--- config.mk ---
export PLATFORM = sky130hd
export DESIGN_NAME = mem_bus_arbiter
export DESIGN_NICKNAME = d
export VERILOG_FILES = /design/src/rtl/mem_bus_arbiter_pkg.sv /design/src/rtl/mem_arb_id_fifo.sv /design/src/rtl/mem_bus_arbiter.sv
export SDC_FILE = /design/constraint.sdc
export NUM_CORES = 1
export LEC_CHECK = 0
export BUFFER_PORTS_ARGS = -buffer_cell sky130_fd_sc_hd__buf_2
export CAP_MARGIN = 20
export CORE_AREA = 2 2 125 127
export CTS_BUF_LIST = sky130_fd_sc_hd__clkbuf_4 sky130_fd_sc_hd__clkbuf_8
export DETAILED_ROUTE_END_ITERATION = 6
export DIE_AREA = 0 0 127 129
export GPL_ROUTABILITY_DRIVEN = 0
export HOLD_SLACK_MARGIN = 0.03
export PLACE_DENSITY = 0.46
export SETUP_SLACK_MARGIN = 0.02
export SYNTH_ARGS = -nofsm -noshare
export SYNTH_HDL_FRONTEND = slang
export SYNTH_HIERARCHICAL = 1
export SYNTH_SLANG_ARGS = --single-unit
export TNS_END_PERCENT = 20
--- constraint.sdc ---
create_clock -name clk -period 4.1 [get_ports clk]
set_clock_uncertainty 0.2 [all_clocks]
set_input_delay 0.41 -clock clk [delete_from_list [all_inputs] [get_ports clk]]
set_output_delay 0.41 -clock clk [all_outputs]
set_load 0.05 [all_outputs]
--- src/rtl/mem_bus_arbiter_pkg.sv ---
// Shared definitions for the two-master memory bus arbiter: master IDs,
// arbiter state encoding and bus field widths.
package mem_bus_arbiter_pkg;

    localparam logic MASTER_CPU = 1'b0;
    localparam logic MASTER_AUX = 1'b1;

    localparam int ADDR_W = 32;
    localparam int DATA_W = 32;
    localparam int BE_W   = 4;

    typedef enum logic {
        ARB_IDLE = 1'b0,
        ARB_HOLD = 1'b1
    } arb_state_e;

endpackage

--- src/rtl/mem_arb_id_fifo.sv ---
// In-order ID FIFO: one bit per outstanding read, recording which master
// issued it so the response can be steered back. Push/pop in the same
// cycle keep the count unchanged; a push while full or a pop while empty
// is ignored.
module mem_arb_id_fifo #(
    parameter int DEPTH = 4
) (
    input  logic                     clk,
    input  logic                     rst_n,
    input  logic                     push,
    input  logic                     push_id,
    input  logic                     pop,
    output logic                     head,
    output logic [$clog2(DEPTH):0]   count,
    output logic                     full,
    output logic                     empty
);

    localparam int PW = $clog2(DEPTH);

    logic [DEPTH-1:0] mem;
    logic [PW-1:0]    wr_ptr;
    logic [PW-1:0]    rd_ptr;
    logic             do_push;
    logic             do_pop;

    assign full    = (count == (PW + 1)'(DEPTH));
    assign empty   = (count == '0);
    assign do_push = push && !full;
    assign do_pop  = pop && !empty;
    assign head    = mem[rd_ptr];

    // Storage, pointers and occupancy; reset discards all contents.
    always_ff @(posedge clk or negedge rst_n) begin
        if (!rst_n) begin
            mem    <= '0;
            wr_ptr <= '0;
            rd_ptr <= '0;
            count  <= '0;
        end else begin
            if (do_push) begin
                mem[wr_ptr] <= push_id;
                wr_ptr      <= wr_ptr + PW'(1);
            end
            if (do_pop) begin
                rd_ptr <= rd_ptr + PW'(1);
            end
            if (do_push && !do_pop) begin
                count <= count + (PW + 1)'(1);
            end else if (do_pop && !do_push) begin
                count <= count - (PW + 1)'(1);
            end
        end
    end

endmodule

--- src/rtl/mem_bus_arbiter.sv ---
// Two-master arbiter for the shared mem_cmd/mem_rsp slave bus.
// Master 0 is the CPU, master 1 the auxiliary master. Commands pass through
// combinationally; a command stalled by the slave freezes the grant until it
// is accepted. Read responses come back in issue order and are steered via
// an in-order ID FIFO.
// Build option: MEM_BUS_ARBITER_RR_EN selects round-robin arbitration;
// otherwise master 0 has fixed priority.
// Handshake: a command transfers on a cycle where s_cmd_valid && s_cmd_ready;
// s_cmd_valid never depends on s_cmd_ready, and mN_cmd_ready is asserted only
// in the cycle the granted master's command transfers.
module mem_bus_arbiter
    import mem_bus_arbiter_pkg::*;
#(
    parameter int OUTSTANDING_DEPTH = 4
) (
    input  logic                                clk,
    input  logic                                reset_,
    input  logic                                m0_cmd_valid,
    output logic                                m0_cmd_ready,
    input  logic                                m0_cmd_wr,
    input  logic                                m0_cmd_instr,
    input  logic [ADDR_W-1:0]                   m0_cmd_addr,
    input  logic [DATA_W-1:0]                   m0_cmd_wdata,
    input  logic [BE_W-1:0]                     m0_cmd_be,
    output logic                                m0_rsp_ready,
    output logic [DATA_W-1:0]                   m0_rsp_rdata,
    input  logic                                m1_cmd_valid,
    output logic                                m1_cmd_ready,
    input  logic                                m1_cmd_wr,
    input  logic                                m1_cmd_instr,
    input  logic [ADDR_W-1:0]                   m1_cmd_addr,
    input  logic [DATA_W-1:0]                   m1_cmd_wdata,
    input  logic [BE_W-1:0]                     m1_cmd_be,
    output logic                                m1_rsp_ready,
    output logic [DATA_W-1:0]                   m1_rsp_rdata,
    output logic                                s_cmd_valid,
    input  logic                                s_cmd_ready,
    output logic                                s_cmd_wr,
    output logic                                s_cmd_instr,
    output logic [ADDR_W-1:0]                   s_cmd_addr,
    output logic [DATA_W-1:0]                   s_cmd_wdata,
    output logic [BE_W-1:0]                     s_cmd_be,
    input  logic                                s_rsp_ready,
    input  logic [DATA_W-1:0]                   s_rsp_rdata,
    output logic                                arb_err,
    output arb_state_e                          state,
    output logic [$clog2(OUTSTANDING_DEPTH):0]  outstanding
);

    arb_state_e state_q;
    arb_state_e state_d;
    logic       grant_q;
    logic       grant;
    logic       winner;
    logic       elig0;
    logic       elig1;
    logic       cmd_valid;
    logic       accept;
    logic       sel_wr;
    logic       fifo_push;
    logic       fifo_pop;
    logic       fifo_head;
    logic       fifo_full;
    logic       fifo_empty;
    logic [$clog2(OUTSTANDING_DEPTH):0] fifo_count;

    // A read is only eligible when a FIFO slot is free now; a same-cycle pop
    // does not make room.
    assign elig0 = m0_cmd_valid && (m0_cmd_wr || !fifo_full);
    assign elig1 = m1_cmd_valid && (m1_cmd_wr || !fifo_full);

`ifdef MEM_BUS_ARBITER_RR_EN
    logic rr_ptr;

    // Round-robin pick: rr_ptr names the preferred master on a tie.
    always_comb begin
        winner = MASTER_CPU;
        if (elig0 && elig1) begin
            winner = rr_ptr;
        end else if (elig1) begin
            winner = MASTER_AUX;
        end
    end

    // Preference flips after every accepted command.
    always_ff @(posedge clk or negedge reset_) begin
        if (!reset_) begin
            rr_ptr <= MASTER_CPU;
        end else if (accept) begin
            rr_ptr <= ~rr_ptr;
        end
    end
`else
    // Fixed-priority pick: the CPU wins whenever it is eligible.
    always_comb begin
        winner = MASTER_CPU;
        if (!elig0 && elig1) begin
            winner = MASTER_AUX;
        end
    end
`endif

    // Grant selection and next state: a stalled command freezes the grant.
    always_comb begin
        state_d   = state_q;
        grant     = winner;
        if (state_q == ARB_HOLD) begin
            grant = grant_q;
        end
        cmd_valid = grant ? elig1 : elig0;
        case (state_q)
            ARB_IDLE: if (cmd_valid && !s_cmd_ready) state_d = ARB_HOLD;
            ARB_HOLD: if (!cmd_valid || s_cmd_ready) state_d = ARB_IDLE;
            default:  state_d = ARB_IDLE;
        endcase
    end

    // State register and frozen grant (captured while deciding in IDLE).
    always_ff @(posedge clk or negedge reset_) begin
        if (!reset_) begin
            state_q <= ARB_IDLE;
            grant_q <= MASTER_CPU;
        end else begin
            state_q <= state_d;
            if (state_q == ARB_IDLE) begin
                grant_q <= grant;
            end
        end
    end

    assign accept    = cmd_valid && s_cmd_ready;
    assign sel_wr    = grant ? m1_cmd_wr : m0_cmd_wr;
    assign fifo_push = accept && !sel_wr;
    assign fifo_pop  = s_rsp_ready && !fifo_empty;

    mem_arb_id_fifo #(
        .DEPTH (OUTSTANDING_DEPTH)
    ) u_id_fifo (
        .clk     (clk),
        .rst_n   (reset_),
        .push    (fifo_push),
        .push_id (grant),
        .pop     (fifo_pop),
        .head    (fifo_head),
        .count   (fifo_count),
        .full    (fifo_full),
        .empty   (fifo_empty)
    );

    // Sticky error for a response arriving with nothing outstanding.
    always_ff @(posedge clk or negedge reset_) begin
        if (!reset_) begin
            arb_err <= 1'b0;
        end else if (s_rsp_ready && fifo_empty) begin
            arb_err <= 1'b1;
        end
    end

    // Outputs are forced low while reset is asserted.
    assign s_cmd_valid  = reset_ && cmd_valid;
    assign s_cmd_wr     = reset_ && sel_wr;
    assign s_cmd_instr  = reset_ && (grant ? m1_cmd_instr : m0_cmd_instr);
    assign s_cmd_addr   = {ADDR_W{reset_}} & (grant ? m1_cmd_addr  : m0_cmd_addr);
    assign s_cmd_wdata  = {DATA_W{reset_}} & (grant ? m1_cmd_wdata : m0_cmd_wdata);
    assign s_cmd_be     = {BE_W{reset_}}   & (grant ? m1_cmd_be    : m0_cmd_be);
    assign m0_cmd_ready = reset_ && accept && (grant == MASTER_CPU);
    assign m1_cmd_ready = reset_ && accept && (grant == MASTER_AUX);
    assign m0_rsp_ready = reset_ && fifo_pop && (fifo_head == MASTER_CPU);
    assign m1_rsp_ready = reset_ && fifo_pop && (fifo_head == MASTER_AUX);
    assign m0_rsp_rdata = {DATA_W{reset_}} & s_rsp_rdata;
    assign m1_rsp_rdata = {DATA_W{reset_}} & s_rsp_rdata;
    assign state        = state_q;
    assign outstanding  = fifo_count;

endmodule

* Word level (Yosys, flattened, before mapping)
Cells that the tools add are included.
** Storage, ports and cells
- Input port bits :: 178
- Flip-flop bits (word level) :: 14
- Output and inout port bits :: 144
- Logic and storage cells :: 75
** Operators by class
- Bitwise gates (word level) :: 7
- $lt $le $gt $ge :: 3
- Equality and inequality tests :: 1
- Muxes and demuxes :: 18
- Add/sub/neg operators :: 4
- Reduce and logical (&&, ||, !) cells :: 35
** Operator list (number)
- 32-bit AND :: 3
- 32-bit 2-to-1 mux :: 2
- 1-bit logical AND :: 22
- 1-bit 2-to-1 mux :: 9
- 1-bit logical NOT :: 8
- 2-bit by 3-bit less-than comparator with 1-bit output, second input constant :: 2
- 3-bit 2-to-1 mux :: 2
- 2-bit by 1-bit adder with 2-bit output, second input constant :: 2
- 4-bit AND :: 1
- 4-bit bitwise mux :: 1
- 4-bit 2-to-1 mux :: 1
- 3-bit by 1-bit adder with 3-bit output, second input constant :: 1
- 3-bit == test, second input constant :: 1
- 3-bit logical NOT :: 1
- 1-bit logical OR :: 3
- 1-bit inverter :: 3
- 3-bit by 1-bit subtractor with 3-bit output, second input constant :: 1
- 1-bit binary-select mux with 2-bit select :: 1
- 1-bit demux with 2-bit select :: 1
- 2-bit by 1-bit >= comparator with 1-bit output, second input constant :: 1
- 1-bit one-hot mux with 2 select lines :: 1
- 2-bit nonzero test :: 1

* Depth between registers and ports, before layout
Gate-level depths: netlist of the first run.
- Depth in word-level cells :: 16
- Mapped depth :: 15
- Mapped depth without buffers :: 13

* By module
The synthesis of the first run kept the hierarchy.
** By module, submodules not included
- mem_bus_arbiter :: times used 1, area an instance 2089.5 µm², seq. area each 75.1 µm², cells each 345
- mem_arb_id_fifo :: times used 1, area an instance 603.1 µm², seq. area each 275.3 µm², cells each 53

* Least setup slack after synthesis of the first run
OpenSTA, ideal clock, no wires.
- Path kind :: register to output
- Start point :: register u_id_fifo.count[2]
- End point :: output port s_cmd_addr[10]
- Arrival time :: 2.990 ns
- Setup slack :: 0.500 ns
- Data required time :: 3.490 ns
- Stages on the path, launching flop included :: 7
- Buffers on the path :: 1
- Path through :: dfrtp_1 nor3b_4 nand2b_2 a221oi_4 clkbuf_2 o21ai_0 a21boi_0
** On the way
- Word-level cells in the longest chain between the ends :: 10
** RTL lines
- from (decl) :: line mem_arb_id_fifo.sv:14 : output logic [$clog2(DEPTH):0] count,
- from (signal assigned) :: line mem_arb_id_fifo.sv:49 : count <= count + (PW + 1)'(1);
- from (signal assigned) :: line mem_arb_id_fifo.sv:51 : count <= count - (PW + 1)'(1);
- 3-bit == test (*) :: line mem_arb_id_fifo.sv:27 : assign full = (count == (PW + 1)'(DEPTH));
- net fifo_full :: line mem_bus_arbiter.sv:63 : logic fifo_full;
- 1-bit logical NOT (*) :: line mem_bus_arbiter.sv:69, mem_bus_arbiter.sv:70
- 1-bit logical OR :: line mem_bus_arbiter.sv:69 : assign elig0 = m0_cmd_valid && (m0_cmd_wr || !fifo_full);
- 1-bit logical AND :: line mem_bus_arbiter.sv:69
- 1-bit logical NOT :: line mem_bus_arbiter.sv:97 : if (!elig0 && elig1) begin
- 1-bit logical AND (*) :: line mem_bus_arbiter.sv:97
- 1-bit 2-to-1 mux (*) :: line mem_bus_arbiter.sv:97
- 1-bit 2-to-1 mux (*) :: line mem_bus_arbiter.sv:107 : if (state_q == ARB_HOLD) begin
- 32-bit 2-to-1 mux (*) :: line mem_bus_arbiter.sv:163 : assign s_cmd_addr = {ADDR_W{reset_}} & (grant ? m1_cmd_addr : m0_cmd_addr);
- 32-bit AND (*) :: line mem_bus_arbiter.sv:163
- to (decl) :: line mem_bus_arbiter.sv:40 : output logic [ADDR_W-1:0] s_cmd_addr,
Mark *: on every way through the listed nets, which the timed path passes. The rest lies on a longest branch.

* Worst setup path in the final report of the first run
- Start point :: register u_id_fifo.count[0]
- End point :: output port s_cmd_wdata[27]
** On the way
- Word-level cells in the longest chain between the ends :: 10
** RTL lines
- 3-bit == test (*) :: line mem_arb_id_fifo.sv:27
- net fifo_full :: line mem_bus_arbiter.sv:63
- 1-bit logical NOT (*) :: line mem_bus_arbiter.sv:69, mem_bus_arbiter.sv:70
- 1-bit logical OR :: line mem_bus_arbiter.sv:69
- 1-bit logical AND :: line mem_bus_arbiter.sv:69
- 1-bit logical NOT :: line mem_bus_arbiter.sv:97
- 1-bit logical AND (*) :: line mem_bus_arbiter.sv:97
- 1-bit 2-to-1 mux (*) :: line mem_bus_arbiter.sv:97
- 1-bit 2-to-1 mux (*) :: line mem_bus_arbiter.sv:107
- 32-bit 2-to-1 mux (*) :: line mem_bus_arbiter.sv:164 : assign s_cmd_wdata = {DATA_W{reset_}} & (grant ? m1_cmd_wdata : m0_cmd_wdata);
- 32-bit AND (*) :: line mem_bus_arbiter.sv:164
- to (decl) :: line mem_bus_arbiter.sv:41 : output logic [DATA_W-1:0] s_cmd_wdata,
Marks and branches as above.

==> metrics.yaml, run 1 <==
status:
  outcome: "complete, but fails checks"
  failed_checks: "hold timing"
logic_synthesis:
  synthDistinctLibCells: 36
  synth_top_area_cell: "a21boi_0"
  synth.avg_cell_area_um2: 6.77
  synth_most_common_cell: "o21ai_0"
  synth_ff_type: "dfrtp_1"
  synth_edf_count: 0
  syn-cell-area_um2: 2690
  syn-num-nets: 582
  yosysSeqAreaShare_pct: 13.0
  netlist.area_leader.share_pct: 17.0
  yosys_warnings: 6
  synthArstFlopShare_pct: 100
  syn_inst: 398
  synth_seq_cells: 14
  synthTopCellsByCount: "o21ai_0 (76), nand3_1 (71), a21boi_0 (61)"
  synthTopCellsByArea: "a21boi_0 (17%), o21ai_0 (14%), nand3_1 (13%)"
floorplan:
  fp-row-count: 45
  die_h_um: 129
  io_pins: 322
  die_area_um2: 16400
  dieWidth_um: 127
  design.core.area_um2: 15000
  start_util_pct: 18.0
timing:
  rsz0062_at_grt: "no"
  finalSetupTns_ns: 0
  finalHoldViolations: 12
  hold_ws_ns: -0.0248
  tightest_slew_ns: 0.799
  setup_viol_count_final: 0
  slew_headroom_pct: 46.7
  min_period_ns: 3.57
  slew_viol_final: 0
  clock.fmax_ghz: 0.280
  min_period_over_period_pct: 87.1
cells_and_area:
  multiInputGateArea_um2: 1900
  final_area_um2: 4220
  syn_to_final_growth_pct: 56.7
  seq_area_um2: 350
  nFillCells: 1717
  diodes: 0
  nets: 839
  drive_gt1_share_pct: 51.8
routing:
  vias_per_cell: 4.52
  met1Wirelength_mm: 5.13
  routed_wirelength_mm: 12.4
  routedWlPerCell_um: 14.8
  drc: 0
  vias: 3805
  firstDrtPassIters: 6
  drtIter0Drc: 159
  maxUsedRoutingLayer: "met4"
  met3_length_mm: 1.01
  drt.antenna.violating_nets: 0
  wl_met2_mm: 6.23
clock_tree:
  cts_buffer_depth: 2
  clock-sinks: 14
  clk_latency_ns: 0.24
  cts_root_buf: "clkbuf_8"
  postCtsSetupBuffers: 0
  hold_buffers: 0
  cts_tree: "yes"
  cts_made_buffers: 3
  cts.clk_slew.worst_paths_ns: 0.06
  cts_resized: 0
  htreeDepth: 1
critical_path:
  startpoint_type: "flip-flop"
  worst_path_max_delay_cell: "buf_4"
  cp.arrival_ns: 2.96
  slowest_delay_ns: 0.54
  critPathBufInv: 2
  path_cells: "nor3b_4 -> nand2b_2 -> a221oi_4 -> buf_4 -> o21ai_0 -> a21boi_0 -> buf_2"
  end_kind: "output port"
  crit_fanout: 69
  critPathKind: "reg2out"
  worst_ep_required_time_ns: 3.49
  cp_top_family: "buffers and inverters"
power_and_ir_drop:
  p_leak_nw: 2.33
  ir_worst_vdd_v: 0.000151
  pwr_density_cell_nw_per_um2: 396
global_route:
  first_global_vias: 3652
  grt_antenna_before_repair: 0
  grt_max_degree: 121
  grt-ovfl-total: 0
  grt_pass1_wl_mm: 18.8
  grt_usage_pct: 13.8
worst_hold_path:
  hold_class: "in2async"
placement:
  port_buffers: 321
  placed_area_um2: 4160
  dpl.hpwl_mm: 9.36
flow_run:
  drv_cap: 0
## logic make-up (layout without fill, tap and decap cells)
group	count (synthesis)	after routing	share of synthesized area, %
fa+ha+maj	6	6	3.07
compound gates	154	154	36.4
flops	14	14	13.0
buf+inv	80	336	16.6
xor+xnor	6	6	1.95
simple gates	135	135	27.1
mux	3	3	1.81
## sequential cells by signal, summed over array words and instances (netlist names)
register          flops
grant_q               1
u_id_fifo/wr_ptr      2
state                 1
u_id_fifo/count       3
u_id_fifo/rd_ptr      2
arb_err               1
u_id_fifo/mem         4
## layout make-up
cell class,count,share of cell area [%]
multi-input cells,304,45.0
well taps,188,5.58
flip-flops and latches,14,8.30
clock buffers,4,1.30
inverters,6,0.534
repair buffers,326,39.3
## where the power goes
part	leakage [nW]	switching [mW]	internal [mW]	total [mW]
Combinational	2.14	0.904	0.373	1.28
Clock	0.0288	0.0476	0.0848	0.132
Sequential	0.170	0.0636	0.198	0.261
## path summary, 6_finish.rpt
check	from	cells after the start	end	slack (ns)
setup / recovery	u_id_fifo/count[0]	7	s_cmd_wdata[27]	0.53
hold / removal	reset_	2	u_id_fifo/count[1]	-0.02
setup reg to reg	u_id_fifo/count[0]	13	u_id_fifo/count[2]	0.69
hold reg to reg	arb_err	1	arb_err	0.25
max in group asynchronous	reset_	2	u_id_fifo/wr_ptr[1]	3.30
min in group clk	s_cmd_ready	2	state	0.17
## cell usage in the layout, fill, tap and decap left out, types with 2 or more instances in the layout
master,instances
nand2b_1,3
buf_4,4
o21ai_1,3
and2_1,33
inv_1,6
xor2_1,2
dfrtp_1,14
nand2_1,13
xnor2_1,4
o21ai_0,76
nor2b_1,2
nand3_1,71
clkbuf_8,4
ha_1,5
buf_2,321
a21boi_0,61
a21boi_1,9
nor2_1,4
## stage by stage
| stage | worst slack, ns | power, mW | std cells | hold WS, ns | utilization (%) |
|---|---|---|---|---|---|
| floorplan | 0.500 | 1.24 | 398 | -0.0856 | - |
| global placement | 0.722 | 1.56 | 838 | 0.243 | 27.8 |
| detailed placement | 0.693 | 1.55 | 838 | 0.246 | 27.8 |
| CTS | 0.533 | 1.69 | 842 | 0.0311 | 28.2 |
| global route | 0.315 | 1.79 | 842 | 0.0394 | 28.2 |
| finish | 0.531 | 1.67 | 842 | -0.0248 | 28.2 |
## routing by layer
layer | vias up | GRT usage (%)
met3 | 8 | 2.29
met1 | 1712 | 17.5
li1 | 1883 | -
met2 | 202 | 25.7
met4 | 0 | 1.16
met5 | - | 0
Note: power is estimated with default switching activity, not from simulation.
==> run 2, diff against run 1 <==
Settings changed: CTS_BUF_LIST sky130_fd_sc_hd__clkbuf_4 sky130_fd_sc_hd__clkbuf_8 to sky130_fd_sc_hd__clkbuf_2 sky130_fd_sc_hd__clkbuf_4 sky130_fd_sc_hd__clkbuf_8, PLACE_DENSITY 0.46 to 0.48.
Clock period 4.1 ns to 2.94 ns, I/O delays scaled along.
==> run 2 against run 1 <==
Effect of this change:
- the flow now finishes without violations
- setup slack worse by 0.40 ns
- global-route usage down 0.47 points
- combinational power up 60%
- final area up 9.7%
- highest routed layer is now met5
- clock power up 42%
- largest cell class unchanged
- core utilization up 2.7 points
- sequential cell count unchanged
==> metrics.yaml, run 2 (synthesis gave the netlist of run 1 again) <==
status:
  outcome: "complete, no violations"
clock_tree:
  cts.clk_slew.worst_paths_ns: 0.06  # about the same
  htreeDepth: 1  # unchanged
  cts_made_buffers: 3  # unchanged
  cts_buffer_depth: 2  # unchanged
  clock-sinks: 14  # unchanged
  cts_tree: "yes"
  cts_root_buf: "clkbuf_8"
  clk_latency_ns: 0.24  # about the same
critical_path:
  slowest_delay_ns: 0.42  # -0.12 ns
  crit_fanout: 23  # -67%
  cp_top_family: "buffers and inverters"
  worst_path_max_delay_cell: "dfrtp_2"
  critPathBufInv: 4  # +2
  startpoint_type: "flip-flop"
  worst_ep_required_time_ns: 2.45  # -1.04 ns
  critPathKind: "reg2out"
  end_kind: "output port"
  cp.arrival_ns: 2.31  # -0.65 ns
  path_cells: "nor3b_4 -> buf_6 -> nand2b_4 -> a221oi_4 -> buf_4 -> buf_12 -> o21ai_0 -> a21boi_1 -> clkbuf_4"
cells_and_area:
  multiInputGateArea_um2: 2000  # +5.4%
  seq_area_um2: 354  # +1.1%
  layout_common_cells: "buf_2 (309), o21ai_0 (75), nand3_1 (70), a21boi_1 (57), and2_1 (33)"
  drive_gt1_share_pct: 56.8  # +4.9 points
  layout_commonest_cell: "buf_2"
  diodes: 0  # unchanged
  largest_register_ffs: 4  # unchanged
  largestRegisters: "u_id_fifo/mem (4), u_id_fifo/count (3)"
  largest_register: "u_id_fifo/mem"
  nets: 858  # +2.3%
  nFillCells: 1676  # -2.4%
  syn_to_final_growth_pct: 71.8
timing:
  min_period_ns: 2.81
  fin_ws_ns: 0.135  # -0.396 ns
  tightest_slew_ns: 0.777  # -0.0219 ns
  min_period_over_period_pct: 95.4
  rsz0062_at_grt: "yes"
  clock.fmax_ghz: 0.356
  slew_viol_final: 0  # unchanged
  slew_headroom_pct: 48.2  # +1.5 points
  finalHoldViolations: 0  # -12
  setup_viol_count_final: 0  # unchanged
  finalSetupTns_ns: 0  # unchanged
global_route:
  first_global_vias: 3547  # -2.9%
  grt_max_degree: 121  # unchanged
  grt_usage_pct: 13.4  # -0.47 points
  grt_pass1_wl_mm: 18.1  # -3.4%
  grt_antenna_before_repair: 1  # +1
  grt-ovfl-total: 0  # unchanged
power_and_ir_drop:
  ir_worst_vdd_v: 0.000242  # +60%
  pwr_density_cell_nw_per_um2: 559  # +41%
  power_mw: 2.59  # +55%
  p_leak_nw: 2.52  # +7.9%
floorplan:
  fp-row-count: 45  # unchanged
  design.core.area_um2: 15000  # unchanged
  io_pins: 322  # unchanged
  start_util_pct: 18.0  # unchanged
  die_h_um: 129  # unchanged
  die_area_um2: 16400  # unchanged
  dieWidth_um: 127  # unchanged
routing:
  routed_wirelength_mm: 12.6  # +1.4%
  vias_per_cell: 4.48  # -0.95%
  routedWlPerCell_um: 14.6  # -0.84%
  drtIter0Drc: 125  # -21%
  drt.antenna.violating_nets: 0  # unchanged
  drc: 0  # unchanged
  firstDrtPassIters: 4  # -2
  vias: 3854  # +1.3%
placement:
  dpl.hpwl_mm: 9.65  # +3.2%
  dp_slack_ns: 0.00201  # -0.691 ns
  port_buffers: 321  # unchanged
worst_hold_path:
  hold_class: "in2reg"
flow_run:
  drv_cap: 0  # unchanged
## run 2: per-layer routing
metal	global-route usage (%)	wire length, um	vias up
met4	0.776	27	2
met2	23.2	5990	193
met5	0	16	-
met1	18.4	5660	1739
li1	-	-	1916
met3	2.04	898	4
## run 2: per-stage QoR
stage / hold slack (ns) / std cells / instance area, um^2 / utilization [%]
after floorplan: -0.202 / 398 / 2790 / -
after global placement: 0.147 / 850 / 4430 / 29.6
after detailed placement: 0.143 / 850 / 4430 / 29.6
after CTS: 0.0434 / 857 / 4530 / 30.3
after global routing: 0.0507 / 861 / 4630 / 30.9
final: 0.0479 / 861 / 4630 / 30.9
## run 2: path summary, 6_finish.rpt
| path | start | to | slack [ns] | cells past startpoint |
|---|---|---|---|---|
| setup reg to reg | u_id_fifo/count[0] | u_id_fifo/count[2] | 0.15 | 14 |
| hold reg to reg | arb_err | arb_err | 0.25 | 1 |
| hold / removal | s_cmd_ready | state | 0.05 | 2 |
| max in group asynchronous | reset_ | u_id_fifo/count[1] | 1.82 | 3 |
| min in group asynchronous | reset_ | u_id_fifo/rd_ptr[1] | 0.41 | 3 |
| setup / recovery | u_id_fifo/count[0] | s_cmd_addr[9] | 0.13 | 9 |
## run 2: where the power goes
part / leakage [nW] / internal [mW] / switching, mW / total [mW]
combinational: 2.32 / 0.695 / 1.36 / 2.05
clock: 0.0288 / 0.119 / 0.0686 / 0.187
sequential: 0.167 / 0.280 / 0.0662 / 0.346
## run 2: area by class of cell
| class | count | share of cell area, % |
|---|---|---|
| Tap cell | 188 | 5.08 |
| Sequential cell | 14 | 7.65 |
| Timing Repair Buffer | 345 | 42.3 |
| Clock buffer | 4 | 1.19 |
| Multi-Input combinational cell | 304 | 43.3 |
| Inverter | 6 | 0.541 |
## run 2: repair_timing
action | CTS | global route
setup endpoints to repair | 48 | 47
hold endpoints to repair | 14 | 0
setup buffers | 2 | 3
cloned | 0 | 1
gates resized for setup | 6 | 16
hold buffers | 1 | 0
pin swaps | 0 | 9
